## config.mk

```make
export PLATFORM = sky130hd
export DESIGN_NAME = kanagawa_loop_collector
export DESIGN_NICKNAME = d
export VERILOG_FILES = /design/src/rtl/kanagawa_loop_collector.sv
export SDC_FILE = /design/constraint.sdc
export NUM_CORES = 1
export LEC_CHECK = 0
export ABC_AREA = 1
export CAP_MARGIN = 20
export CORE_ASPECT_RATIO = 1.75
export CORE_MARGIN = 4
export CORE_UTILIZATION = 42
export CTS_BUF_LIST = sky130_fd_sc_hd__clkbuf_16
export DETAILED_ROUTE_END_ITERATION = 8
export PLACE_DENSITY_LB_ADDON = 0.05
export SLEW_MARGIN = 20
export SYNTH_ARGS = -nofsm -noshare
export SYNTH_HDL_FRONTEND = slang
export SYNTH_SLANG_ARGS = --single-unit
```

## constraint.sdc

```tcl
create_clock -name clk -period 1.6 [get_ports clk]
set_input_delay 0.24 -clock clk [delete_from_list [all_inputs] [get_ports clk]]
set_output_delay 0.24 -clock clk [all_outputs]
set_load 0.01 [all_outputs]
```

## src/rtl/kanagawa_loop_collector.sv

```systemverilog
// Collapses the per-thread entries of one pipelined call into a single entry whose ACC field
// holds the sum over all threads. Optional thread-order checking: KANAGAWA_LOOP_COLLECTOR_SEQ_CHECK_EN.
module kanagawa_loop_collector #(
  parameter int unsigned TOTAL_WIDTH               = 16,
  parameter int unsigned COUNTER_WIDTH             = 4,
  parameter int unsigned HAS_LITERAL_MAX_THREAD_ID = 1,
  parameter int unsigned LITERAL_MAX_THREAD_ID     = 3,
  parameter int unsigned OFFSET                    = 0,
  parameter int unsigned MAX_OFFSET                = 4,
  parameter int unsigned ACC_OFFSET                = 8,
  parameter int unsigned ACC_WIDTH                 = 8
) (
  input  logic                   clk,
  input  logic                   rst,
  input  logic                   empty_in,
  input  logic [TOTAL_WIDTH-1:0] data_in,
  output logic                   rden_out,
  output logic [TOTAL_WIDTH-1:0] data_out,
  output logic                   empty_out,
  input  logic                   rden_in,
  output logic                   seq_error_out,
  output logic                   underflow_out
);

  logic                     out_valid_q, out_valid_d;
  logic [TOTAL_WIDTH-1:0]   out_data_q, out_data_d;
  logic [ACC_WIDTH-1:0]     acc_q, acc_d;
  logic [COUNTER_WIDTH-1:0] exp_id_q, exp_id_d;
  logic                     underflow_q, underflow_d;

  logic [COUNTER_WIDTH-1:0] tid;
  logic [COUNTER_WIDTH-1:0] max_id;
  logic [ACC_WIDTH-1:0]     acc_in;
  logic [ACC_WIDTH-1:0]     acc_sum;
  logic [TOTAL_WIDTH-1:0]   merged;
  logic                     is_final;
  logic                     can_load;
  logic                     consume;

  assign tid    = data_in[OFFSET +: COUNTER_WIDTH];
  assign acc_in = data_in[ACC_OFFSET +: ACC_WIDTH];

  generate
    if (HAS_LITERAL_MAX_THREAD_ID != 0) begin : g_lit_max
      assign max_id = COUNTER_WIDTH'(LITERAL_MAX_THREAD_ID);
    end else begin : g_dyn_max
      assign max_id = data_in[MAX_OFFSET +: COUNTER_WIDTH];
    end
  endgenerate

  assign is_final = (tid == max_id);
  assign acc_sum  = acc_q + acc_in;
  assign can_load = !out_valid_q || rden_in;
  // Only final entries wait on the output register; gating by rst keeps rden_out low in reset.
  assign consume  = rst && !empty_in && (!is_final || can_load);

  always_comb begin
    merged = data_in;
    merged[ACC_OFFSET +: ACC_WIDTH] = acc_sum;
  end

  always_comb begin
    out_valid_d = out_valid_q;
    out_data_d  = out_data_q;
    acc_d       = acc_q;
    exp_id_d    = exp_id_q;
    underflow_d = underflow_q || (rden_in && !out_valid_q);
    if (rden_in && out_valid_q) begin
      out_valid_d = 1'b0;
    end
    if (consume) begin
      if (is_final) begin
        out_data_d  = merged;
        out_valid_d = 1'b1;
        acc_d       = '0;
        exp_id_d    = '0;
      end else begin
        acc_d    = acc_sum;
        exp_id_d = exp_id_q + 1'b1;
      end
    end
  end

  always_ff @(posedge clk) begin
    if (!rst) begin
      out_valid_q <= 1'b0;
      out_data_q  <= '0;
      acc_q       <= '0;
      exp_id_q    <= '0;
      underflow_q <= 1'b0;
    end else begin
      out_valid_q <= out_valid_d;
      out_data_q  <= out_data_d;
      acc_q       <= acc_d;
      exp_id_q    <= exp_id_d;
      underflow_q <= underflow_d;
    end
  end

  assign rden_out      = consume;
  assign data_out      = out_data_q;
  assign empty_out     = !out_valid_q;
  assign underflow_out = underflow_q;

`ifdef KANAGAWA_LOOP_COLLECTOR_SEQ_CHECK_EN
  logic seq_err_q, seq_err_d;

  always_comb begin
    seq_err_d = seq_err_q || (consume && ((tid != exp_id_q) || (tid > max_id)));
  end

  always_ff @(posedge clk) begin
    if (!rst) begin
      seq_err_q <= 1'b0;
    end else begin
      seq_err_q <= seq_err_d;
    end
  end

  assign seq_error_out = seq_err_q;
`else
  assign seq_error_out = 1'b0;
`endif

endmodule

```

==> summary.md, run 1 <==
| Metric | Value |
|---|---|
| Status | finished, final reports clean |
| Largest net degree at the start of global routing | 20 |
| Post-synthesis mux area share | 0 |
| Max Cap Viol | 0 |
| Ys flop type | dfxtp_1 |
| Area contributors post-synth | dfxtp_1 38%, nand2_1 13%, a21oi_1 7.7% |
| IO buf count | 38 |
| Num ports | 40 |
| Required time of the critical path | between 1.5 and 2 ns |
| Gpl congestion | between 0.8 and 0.9 |
| Most frequent cell after synthesis | nand2_1 |
| Max incr delay on CP | 0.35 ns |
| Core Footprint | approximately 0.0031 mm^2 |
| Period minus WS final | around 1.6 ns |
| Core Rows | 27 |
| Netlist Area Pre-Place | 0.00136 mm^2 |
| Pint | between 1 and 1.5 mW |
| RSZ-0062 raised after global routing | yes |
| Die Span Y | about 83 um |
| CTS Root Cell | clkbuf_16 |
| Hold Buf Count CTS | 0 |
| Setup Crit Path Kind | reg2reg |
| FF+latch count, synth | 26 |
| Largest area contributor in the netlist | dfxtp_1 |
| Vias | 1383 |
| Final setup viols | 0 |
| PwrDens | roughly 740 mW/mm^2 |
| Clock sinks | 26 |
| Starting Density | 0.434 |
| DRT Wirelength | 3530 um |
| Global-route wire length before repair | 6060 um |
| Die area | around 0.0043 mm^2 |
| Sequential-to-total area share from yosys stat | 0.382 |
| Setup crit end kind | register |
| Number of global-route vias before repair | 1508 |
| Hold Slack | 0.465 ns |
| Clk slew on worst S/H paths | 0.06 ns |
| Final hold vios | 0 |
| CTS H-tree lvls | 1 |
| CP Launch Type | register |
| Layout cells sized above 1 | 0.264 |
| WL per Instance | 12.4 um |
| Initial antenna violation count | 0 |
| Die width | 51.1 um |
| GRT Resource Usage Total | 0.178 |
| Reg power frac | 0.438 |
| Async SR Flop Fraction | 0 |
| DRC | 0 |
| Post-Synth Adder-Cell Area | 0.0790 |
| Net Switching | approximately 370 uW |
| Hold WC Path Type | reg2reg |
| Synth top area share | 0.382 |
| Power Total | around 1.5 mW |
| Ant diodes | 0 |
| Worst Path Max Fanout | 2 |
| Comb pwr share | 0.214 |
| Syn Nets | 212 |
| VDD IR max | 676 uV |
| Worst-skew pair later-pin latency | 0.25 ns |
| M3 GR Usage | 0.0341 |
| HPWL Detailed | 2630 um |
| Unique cell type count in the Yosys netlist | 29 |
| Largest family of logic cells by synthesized area | simple AND/OR/NAND/NOR gates |
| Compound-cell area share of the yosys netlist | 0.129 |
| Total Neg Setup Slack | 0 ns |
| GR peak layer | met2 |
| Iteration count of the initial detailed-routing pass | 4 |
| Synth warnings | 0 |
| Met1 Track Usage GR | 0.182 |
| DR iter-0 viols | 24 |
| Layout Utilization | 0.668 |
| M2 GR Usage | 0.343 |
| Final nets | between 200 and 300 |
| Slowest CP cell | dfxtp_4 |
| Setup Skew | roughly 0.0019 ns |
| Drt via density | 4.85 |
| Worst-path cell chain | ha_4 > inv_2 > fa_2 > inv_2 > nand2_1 > nand2_1 > and2_4 > or2_4 > a21oi_2 > nor2_1 |
| Synth cell count leaders | 49 x nand2_1, 26 x dfxtp_1, 22 x inv_1, 21 x a21oi_1, 13 x nand3_1 |
| Grt ovf | 0 |
| Max Freq | 635 MHz |
| EDFF count, synth | 0 |
| Simple-gate share of the synthesized area | 0.283 |
| Final Max Slew Viols | 0 |
| Post-Synthesis Cells | between 150 and 200 |
| Sw Share | 0.241 |
| Worst EP arrival | 1.72 ns |
| CTS tree | yes |
| Clock share of power | 0.348 |
| Post-Synth XOR/XNOR Area | 0.0129 |
| Synthesized area per cell | 7.41 um^2 |
| CTS Buf Count | 3 |
| Antenna Nets Post-Route | 0 |
| Tcrit/Tclk final | 0.984 |
| Clk buf depth | 2 |
| Static leakage | 0.912 nW |
| Area grow syn2layout | 54.1% |
-- layout make-up --
class                      instances  area (um^2)
clock buffer                       3         75.1
clock inverter                     1         3.75
fill                             282         1040
inverter                          26          104
multi-input combinational        126          802
sequential                        26          524
tap                               43         53.8
timing repair buffer              60          537
-- layer usage --
layer	up-vias	routed length, um	part of all wire
met5	-	0	0
met4	0	37	0.010
met3	4	158	0.045
met2	26	1960	0.56
met1	657	1370	0.39
li1	696	-	-
-- cells by family (layout without fill, tap and decap cells) --
logic type,after synthesis,after routing
AO/OA/AOI/OAI,31,31
adder cells (fa/ha/maj),8,8
buffers and inverters,32,90
AND/OR/NAND/NOR,84,84
flip-flops,26,26
other,1,1
XOR/XNOR,2,2
-- path summary, 6_finish.rpt --
kind | slack, ns | from | end | cells past startpoint
worst min register to register | 0.46 | data_out[6] | data_out[6] | 2
worst max register to register | 0.03 | acc_q[0] | data_out[12] | 10
worst max-delay path | 0.03 | acc_q[0] | data_out[12] | 10
worst min-delay path | 0.46 | data_out[6] | data_out[6] | 2
-- state kept, by name (all words and copies together) (netlist names) --
signal	count
data_out	16
out_valid_q	1
acc_q	8
underflow_out	1
-- placed cells by master, fill, tap and decap left out, types with 2 or more instances in the layout --
cell / count
a21oi_1: 17
a21oi_2: 7
buf_4: 22
clkbuf_16: 3
clkdlybuf4s50_1: 34
dfxtp_1: 25
dlygate4sd2_1: 3
ha_1: 2
ha_4: 5
inv_1: 19
inv_2: 4
inv_4: 2
nand2_1: 48
nand2_2: 4
nand3_1: 9
nand3_2: 5
nand3b_1: 2
nor2_1: 8
o21a_1: 2
o21ai_0: 4
or2_4: 2
xnor2_1: 2
-- worst max-delay path: cells and delay by family (launching register included) --
| family | cells | cell delay [ns] |
|---|---|---|
| buffers and inverters | 2 | 0.08 |
| AND/OR/NAND/NOR | 5 | 0.55 |
| adder cells (fa/ha/maj) | 2 | 0.36 |
| flip-flops | 1 | 0.35 |
| AO/OA/AOI/OAI | 1 | 0.13 |
-- timing repair --
action                                  CTS  global route
setup buffers                             2             2
endpoints found under the setup margin    6            15
resized for setup                        18            16
gates cloned                              0             0
pin swaps                                10            12
-- through the flow --
stage	worst slack (ns)	std cells	instance area, um^2
detailed placement	-0.476	277	1880
finish	0.0254	285	2100
CTS	-0.0238	283	2020
global route	-0.110	285	2100
floorplan	0.0643	184	1360
global placement	-0.408	277	1880
-- power groups by stage --
stage | logic, mW | clock network (mW) | registers [mW]
floorplan | 0.154 | 0 | 0.691
global placement | 0.277 | 0 | 0.690
detailed placement | 0.285 | 0 | 0.690
CTS | 0.304 | 0.555 | 0.678
global route | 0.369 | 0.579 | 0.681
finish | 0.331 | 0.539 | 0.679
(Power assumes the default switching activity.)
==> run 2, diff against run 1 <==
--- a/config.mk
+++ b/config.mk
@@ -9,10 +9,11 @@
 export CAP_MARGIN = 20
 export CORE_ASPECT_RATIO = 1.75
 export CORE_MARGIN = 4
-export CORE_UTILIZATION = 42
+export CORE_UTILIZATION = 46
 export CTS_BUF_LIST = sky130_fd_sc_hd__clkbuf_16
 export DETAILED_ROUTE_END_ITERATION = 8
 export PLACE_DENSITY_LB_ADDON = 0.05
+export SKIP_LAST_GASP = 1
 export SLEW_MARGIN = 20
 export SYNTH_ARGS = -nofsm -noshare
 export SYNTH_HDL_FRONTEND = slang
==> constraint.sdc (replaced) <==
create_clock -name clk -period 1.8 [get_ports clk]
set_input_delay 0.36 -clock clk [delete_from_list [all_inputs] [get_ports clk]]
set_output_delay 0.36 -clock clk [all_outputs]
set_load 0.01 [all_outputs]
==> summary.md, run 2 (synthesis gave the netlist of run 1 again) <==
| Metric | Value |
|---|---|
| Status | finished, final reports clean |
| Crit path launch | rden_in |
| Max Cap Viol | 0 (unchanged) |
| Most common cell after layout, fill and taps aside | nand2_1 |
| GRT Resource Usage Total | 0.183 (+0.00558) |
| Setup crit end kind | primary output |
| Setup Crit Path Kind | in2out |
| CTS Root Cell | clkbuf_16 |
| Power Total | 1.36 mW (-12%) |
| Setup Skew | 0.00179 ns (-0.000104 ns) |
| Max incr delay on CP | 0.44 ns (+0.09 ns) |
| Setup ws final | 0.122 ns (+0.0964 ns) |
| Die Span Y | 80.0 um (-4.0%) |
| Gpl congestion | 0.838 (+0.91%) |
| Largest net degree at the start of global routing | 20 (unchanged) |
| Tcrit/Tclk final | 0.932 |
| Antenna Nets Post-Route | 0 (unchanged) |
| Required time of the critical path | 1.44 ns (-0.31 ns) |
| DRC | 0 (unchanged) |
| Initial antenna violation count | 0 (unchanged) |
| Die width | 49.1 um (-3.8%) |
| Number of flip-flops in the largest register | 16 (unchanged) |
| Num ports | 40 (unchanged) |
| Grt ovf | 0 (unchanged) |
| Max Freq | 596 MHz |
| Number of global-route vias before repair | 1417 (-6.0%) |
| Worst slack at placement | -0.334 ns (+0.142 ns) |
| FF-to-FF Start | acc_q[0] |
| CTS H-tree lvls | 1 (unchanged) |
| Core Rows | 25 (-7.4%) |
| Drt via density | 4.96 (+2.2%) |
| Dpl cells | 261 (-5.8%) |
| Worst setup path end | rden_out |
| CTS tree | yes |
| Hold Buf Count CTS | 0 (unchanged) |
| Area grow syn2layout | 47.8% |
| Clk buf depth | 2 (unchanged) |
| Iteration count of the initial detailed-routing pass | 4 (unchanged) |
| HP Start | data_out[2] |
| Worst reg-to-reg setup slack | 0.14 ns (+0.11 ns) |
| HPWL Detailed | 2510 um (-4.4%) |
| Finished Layout Cells | 266 (-6.7%) |
| Worst-skew pair later-pin latency | 0.25 ns (about the same) |
| Final nets | 268 (-1.1%) |
| PwrDens | 673 mW/mm^2 (-8.8%) |
| VDD IR max | 516 uV (-24%) |
| Finished Cell Area | 0.00201 mm^2 (-4.1%) |
| CTS Buf Count | 3 (unchanged) |
| Period minus WS final | 1.68 ns |
| Clk slew on worst S/H paths | 0.06 ns (about the same) |
| Final Max Slew Viols | 0 (unchanged) |
| Layout Utilization | 0.724 (+0.0553) |
| CP Launch Type | primary input |
| DP Area | 0.00186 mm^2 (-1.1%) |
| Core Footprint | 0.00278 mm^2 (-11%) |
| Layout cells sized above 1 | 0.226 (-0.0385) |
| Vias | 1319 (-4.6%) |
| Hold WC Path Type | reg2reg |
| Starting Density | 0.489 (+0.0557) |
| Worst-path cell chain | clkdlybuf4s50_1 > nor2_2 > inv_1 > o21ai_2 > inv_1 > clkbuf_2 |
| DR iter-0 viols | 19 (-21%) |
| Static leakage | 0.900 nW (-1.3%) |
| Worst EP arrival | 1.32 ns (-0.40 ns) |
| Clock sinks | 26 (unchanged) |
| Worst R2R Path Depth | 13 (+3) |
| Hold Slack | 0.459 ns (-0.00611 ns) |
| RSZ-0062 raised after global routing | yes |
| Global-route wire length before repair | 5730 um (-5.4%) |
| RR Endpoint | data_out[14] |
| WL per Instance | 12.5 um (+0.79%) |
| Final setup viols | 0 (unchanged) |
| Total Neg Setup Slack | 0 ns (unchanged) |
| Slowest CP cell | clkdlybuf4s50_1 |
| Most frequent CP cell | inv_1 |
| Die area | 0.00393 mm^2 (-7.6%) |
| Ant diodes | 0 (unchanged) |
| DRT Wirelength | 3320 um (-5.9%) |
| Final hold vios | 0 (unchanged) |
| Worst Path Max Fanout | 2 (unchanged) |
| Commonest cells after routing, fill and taps aside | 46 x nand2_1, 34 x clkdlybuf4s50_1, 26 x dfxtp_1 |
| IO buf count | 38 (unchanged) |
run 2: worst min-delay path by stage:
stage | endpoint | slack, ns | cells after the start
floorplan | acc_q[0] | 0.45 | 2
global placement | data_out[3] | 0.44 | 2
detailed placement | data_out[2] | 0.45 | 2
CTS | data_out[2] | 0.46 | 2
global route | data_out[3] | 0.49 | 2
finish | data_out[2] | 0.46 | 2
run 2: timing repair:
action                     4_1_cts  5_1_grt
pin swaps                        5        4
setup buffers                    0        1
hold endpoints to repair         0        0
gates resized for setup          6       17
setup endpoints to repair        7        9
run 2: worst max-delay path, delay by kind of cell:
kind	cells	cell delay, ns
AOI/OAI and AO/OA	1	0.15
buffers and inverters	4	0.71
and+or+nand+nor	1	0.10
run 2: cell type report:
type / instances / area (um^2)
multi-input combinational: 126 / 758
tap: 27 / 33.8
inverter: 26 / 101
clock inverter: 1 / 3.75
fill: 231 / 769
sequential: 26 / 520
timing repair buffer: 57 / 522
clock buffer: 3 / 75.1
run 2: metal layers:
layer	track usage	up-vias	wire length [um]
li1	-	685	-
met1	0.187	609	1280
met2	0.355	23	1860
met3	0.0411	2	158
met4	0.0627	0	18
met5	0	-	0
run 2: power by group:
part	switching (mW)	internal (mW)	total, mW	leakage [nW]
combinational	0.130	0.145	0.275	0.651
sequential	0.0111	0.592	0.603	0.211
clock	0.182	0.297	0.479	0.0385
==> run 3, diff against run 2 <==
==> constraint.sdc (replaced) <==
create_clock -name clk -period 1.8 [get_ports clk]
set_input_delay 0.54 -clock clk [delete_from_list [all_inputs] [get_ports clk]]
set_output_delay 0.54 -clock clk [all_outputs]
set_load 0.01 [all_outputs]
==> summary.md, run 3 (synthesis gave the netlist of run 1 again) <==
| Metric | Value |
|---|---|
| Antenna Nets Post-Route | 0 (unchanged) |
| Commonest cells after routing, fill and taps aside | 45 x nand2_1, 27 x buf_4, 25 x dfxtp_1 |
| Vias | 1413 (+7.1%) |
| Most common cell after layout, fill and taps aside | nand2_1 |
| Setup ws final | 0.0456 ns (-0.0761 ns) |
| Clk buf depth | 2 (unchanged) |
| CTS H-tree lvls | 1 (unchanged) |
| Worst reg-to-reg setup slack | 0.10 ns (-0.04 ns) |
| DP Area | 0.00186 mm^2 (unchanged) |
| Setup crit end kind | primary output |
| Grt ovf | 0 (unchanged) |
| CTS Buf Count | 3 (unchanged) |
| Hold Buf Count CTS | 0 (unchanged) |
| CP Launch Type | primary input |
| Max Cap Viol | 0 (unchanged) |
| Core Rows | 25 (unchanged) |
| HPWL Detailed | 2680 um (+6.7%) |
| Final hold vios | 0 (unchanged) |
| Hold Slack | 0.462 ns (+0.00300 ns) |
| Core Footprint | 0.00278 mm^2 (unchanged) |
| Hold WC Path Type | reg2reg |
| Die area | 0.00393 mm^2 (unchanged) |
| Ant diodes | 0 (unchanged) |
| Iteration count of the initial detailed-routing pass | 6 (+2) |
| Worst-skew pair later-pin latency | 0.26 ns (about the same) |
| IO buf count | 38 (unchanged) |
| CTS Root Cell | clkbuf_16 |
| Die width | 49.1 um (unchanged) |
| Drt via density | 5.12 (+3.2%) |
| Starting Density | 0.489 (unchanged) |
| Worst EP arrival | 1.21 ns (-0.11 ns) |
| Worst slack at placement | -0.627 ns (-0.292 ns) |
| Largest net degree at the start of global routing | 20 (unchanged) |
| Area grow syn2layout | 60.0% |
| Max Freq | 570 MHz (-4.3%) |
| Setup Skew | 0.00237 ns (+0.000584 ns) |
| Die Span Y | 80.0 um (unchanged) |
| Gpl congestion | 0.766 (-8.7%) |
| Final nets | 278 (+3.7%) |
| Number of flip-flops in the largest register | 16 (unchanged) |
| Total Neg Setup Slack | 0 ns (unchanged) |
| Status | finished, final reports clean |
| CTS tree | yes |
| Initial antenna violation count | 0 (unchanged) |
| VDD IR max | 737 uV (+43%) |
| Num ports | 40 (unchanged) |
| DRT Wirelength | 3920 um (+18%) |
| Power Total | 1.39 mW (+2.8%) |
| Tcrit/Tclk final | 0.975 (+0.0423) |
| Period minus WS final | 1.75 ns (+0.0761 ns) |
| PwrDens | 640 mW/mm^2 (-5.0%) |
| Finished Cell Area | 0.00218 mm^2 (+8.2%) |
| DR iter-0 viols | 42 (+23) |
| Final Max Slew Viols | 0 (unchanged) |
| WL per Instance | 14.2 um (+14%) |
| Global-route wire length before repair | 6390 um (+11%) |
| GRT Resource Usage Total | 0.207 (+0.0239) |
| Clk slew on worst S/H paths | 0.06 ns (about the same) |
| Clock sinks | 26 (unchanged) |
| Number of global-route vias before repair | 1563 (+10%) |
| Fillers | 203 (-12%) |
| DRC | 0 (unchanged) |
| Setup Crit Path Kind | in2out |
| Final setup viols | 0 (unchanged) |
| Required time of the critical path | 1.26 ns (-0.18 ns) |
| Worst Path Max Fanout | 2 (unchanged) |
| Static leakage | 0.976 nW (+8.4%) |
| Layout cells sized above 1 | 0.337 (+0.111) |
run 3: cell types whose count changed in the layout (fill, tap and decap cells not counted), moves of 3 or more:
cell	delta
dlygate4sd2_1	+5
buf_4	+8
clkbuf_2	+3
a21oi_2	+5
clkdlybuf4s50_1	-11
nand3_1	-4
a21oi_1	-7
nand3_2	+3
run 3: critical path, stage by stage:
cell           delay [ns]
dlygate4sd2_1        0.27
inv_4                0.05
nor2_4               0.09
o21ai_2              0.07
inv_1                0.07
buf_2                0.13
run 3: cell type report:
cell class / instances / area (um^2) / area share
Multi-Input combinational cell: 126 / 852 / 0.391
Timing Repair Buffer: 67 / 583 / 0.268
Inverter: 26 / 110 / 0.0505
Clock inverter: 1 / 3.75 / 0.00172
Sequential cell: 26 / 522 / 0.239
Tap cell: 27 / 33.8 / 0.0155
Clock buffer: 3 / 75.1 / 0.0344
run 3: timing repair:
action,4_1_cts,5_1_grt
resized for setup,36,37
pin swaps,15,20
setup endpoints to repair,14,22
setup buffers,11,1
endpoints found under the hold margin,0,0
run 3: final timing paths:
| kind | cells after the start | endpoint | from |
|---|---|---|---|
| worst max-delay path | 6 | rden_out | rst |
| worst min-delay path | 2 | data_out[3] | data_out[3] |
| worst max register to register | 10 | acc_q[4] | acc_q[0] |
| worst min register to register | 2 | data_out[3] | data_out[3] |
run 3: layer usage:
layer | track usage | up-vias | share of wire
li1 | - | 710 | -
met2 | 0.415 | 43 | 0.56
met3 | 0.0467 | 21 | 0.051
met4 | 0.108 | 0 | 0.051
met5 | 0 | - | 0
met1 | 0.183 | 639 | 0.34
run 3: through the flow:
stage               std cells   util
floorplan                 184      -
global placement          261  0.668
detailed placement        261  0.668
CTS                       276  0.748
global route              276  0.783
finish                    276  0.783
run 3: where the power goes:
part | internal, mW | switching, mW
combinational | 0.159 | 0.148
sequential | 0.592 | 0.0133
clock | 0.297 | 0.185
==> RTL change: new RTL, flow settings as in run 3 <==
`COUNTER_WIDTH`: 4 -> 5.
--- a/src/rtl/kanagawa_loop_collector.sv
+++ b/src/rtl/kanagawa_loop_collector.sv
@@ -3,5 +3,5 @@
 module kanagawa_loop_collector #(
   parameter int unsigned TOTAL_WIDTH               = 16,
-  parameter int unsigned COUNTER_WIDTH             = 4,
+  parameter int unsigned COUNTER_WIDTH             = 5,
   parameter int unsigned HAS_LITERAL_MAX_THREAD_ID = 1,
   parameter int unsigned LITERAL_MAX_THREAD_ID     = 3,
Check against the original RTL: not equivalent (Yosys sat finds a counterexample within 4 cycles, from zero or initial values and one cycle with rst low).
==> RTL change against run 3 <==
- routed wire length shrank 9.5%
- final area shrank 5.0%
- combinational power shrank 6.8%
- power shrank 2.1%
- core utilization shrank 2.2 points
- sequential cell count is the same
- clock skew grew 0.0019 ns
- area after synthesis shrank 3.6%
- critical path type unchanged
- setup slack gained 0.014 ns
==> RTL change: results (changes against run 3) <==
| Metric | Value |
|---|---|
| Status | `completed` |
| Syn_nets | `206 (-2.8%)` |
| Vias in the first global route | `1437 (-8.1%)` |
| Synth top area cells | `dfxtp_1 (40%), nand2_1 (14%), nand3_1 (7.2%), a21oi_1 (6.9%), ha_1 (6.7%)` |
| Dpl ws | `-0.630 ns (-0.00324 ns)` |
| Worst R2R Setup Slack | `0.13 ns (+0.03 ns)` |
| Initial DRC count | `27 (-36%)` |
| Total Wirelength | `3.55 mm (-9.5%)` |
| R2R Path End | `acc_q[6]$_SDFFE_PN0P_` |
| First-pass GRT wire length | `6.00 mm (-6.2%)` |
| Warnings from Yosys | `0 (unchanged)` |
| Fillcell total | `216 (+6.4%)` |
| Setup ws final | `0.0595 ns (+0.0139 ns)` |
| Max incr delay on CP | `0.17 ns (-0.10 ns)` |
| Worst vdd ir | `0.000736 V (about the same)` |
| Seq/Total Area, Yosys | `0.396 (+0.0142)` |
| Leak Pwr | `0.958 nW (-1.8%)` |
| Commonest cells in the synthesized netlist | `nand2_1 (48), dfxtp_1 (26), inv_1 (20)` |
| Netlist cell types | `27 (-6.9%)` |
| Vias/cell | `5.02 (-2.0%)` |
| Pin count of the biggest net entering global routing | `16 (-20%)` |
| Drt pass-1 iters | `4 (-2)` |
| Layout Nets | `270 (-2.9%)` |
| Switch Pwr | `0.000332 W (-4.3%)` |
| Total number of vias | `1340 (-5.2%)` |
| H-tree Lvls | `1 (unchanged)` |
| Skew final | `0.00432 ns (+0.00195 ns)` |
| Fraction of registers with async set/reset | `0 (unchanged)` |
| Slowest library cell on the worst path | `clkdlybuf4s15_1` |
| Hpwl dp | `2.59 mm (-3.3%)` |
| GPL Wtd Cong | `0.798 (+4.2%)` |
| Clock Path Buffers | `2 (unchanged)` |
| Total GRT Usage | `0.190 (-0.0168)` |
| Syn avg cell area | `7.38 sq um (-0.33%)` |
| Share of cells above drive strength 1 | `0.308 (-0.0290)` |
| Cells on worst reg2reg path | `11 (+1)` |
| Hold Slack | `0.467 ns (+0.00512 ns)` |
| Inst Count DP | `259 (-0.77%)` |
==> RTL change: worst max-delay path by stage <==
stage	start	end	depth (start not counted)
finish	data_in[4]	rden_out	6
global route	data_in[4]	rden_out	6
CTS	data_in[0]	rden_out	7
detailed placement	data_in[1]	rden_out	7
global placement	data_in[1]	rden_out	7
floorplan	data_in[8]	acc_q[6]$_SDFFE_PN0P_	11
==> RTL change: power by group through the flow <==
stage                     sequential [W]  clock [W]  combinational (W)
after floorplan                 0.000612          0           0.000132
after global routing            0.000605   0.000512           0.000317
after global placement          0.000611          0           0.000241
after CTS                       0.000602   0.000483           0.000269
after detailed placement        0.000612          0           0.000248
final                           0.000603   0.000474           0.000287
==> RTL change: what timing repair did <==
action	in CTS	in global routing
setup buffers	7	0
pin swaps	17	16
cloned	0	0
endpoints found under the setup margin	12	13
gates resized for setup	32	30
==> RTL change: worst reg2reg max path, stage by stage, from the launching register on <==
cell and delay [ns]:
dfxtp_1 0.35, ha_2 0.19, inv_2 0.04, fa_2 0.35, inv_2 0.07, nand2_2 0.05
nand2_2 0.07, nand3b_1 0.13, nand2_1 0.12, nand2_1 0.06, nand3_1 0.06, a21oi_1 0.07
==> RTL change: layer usage <==
metal / vias up / wire length (um) / track usage
li1: 687 / - / -
met5: - / 0 / 0
met1: 622 / 1330 / 0.186
met2: 27 / 2010 / 0.372
met4: 0 / 31 / 0.0637
met3: 4 / 181 / 0.0469
==> RTL change: cells by family (layout without fill, tap and decap cells) <==
| family | Yosys count | in the layout | synth area share |
|---|---|---|---|
| and+or+nand+nor | 86 | 86 | 0.295 |
| adders and majority gates | 8 | 8 | 0.0819 |
| AOI/OAI and AO/OA | 25 | 25 | 0.107 |
| other | 1 | 1 | 0.00285 |
| buffers and inverters | 28 | 90 | 0.0905 |
| DFF | 26 | 26 | 0.396 |
| xor gates and xnor gates | 4 | 4 | 0.0267 |
==> RTL change: cell type report <==
class	count	area, sq um	share of cell area
timing repair buffer	64	553	0.267
inverter	23	87.6	0.0423
multi-input combinational	124	801	0.387
clock buffer	3	75.1	0.0363
sequential	26	520	0.251
tap	27	33.8	0.0163
==> RTL change: per-stage QoR <==
step | utilization | instance area (sq um)
3_3_place_gp | 0.681 | 1850
6_report | 0.761 | 2070
2_1_floorplan | - | 1310
5_1_grt | 0.761 | 2070
3_5_place_dp | 0.681 | 1850
4_1_cts | 0.743 | 2020
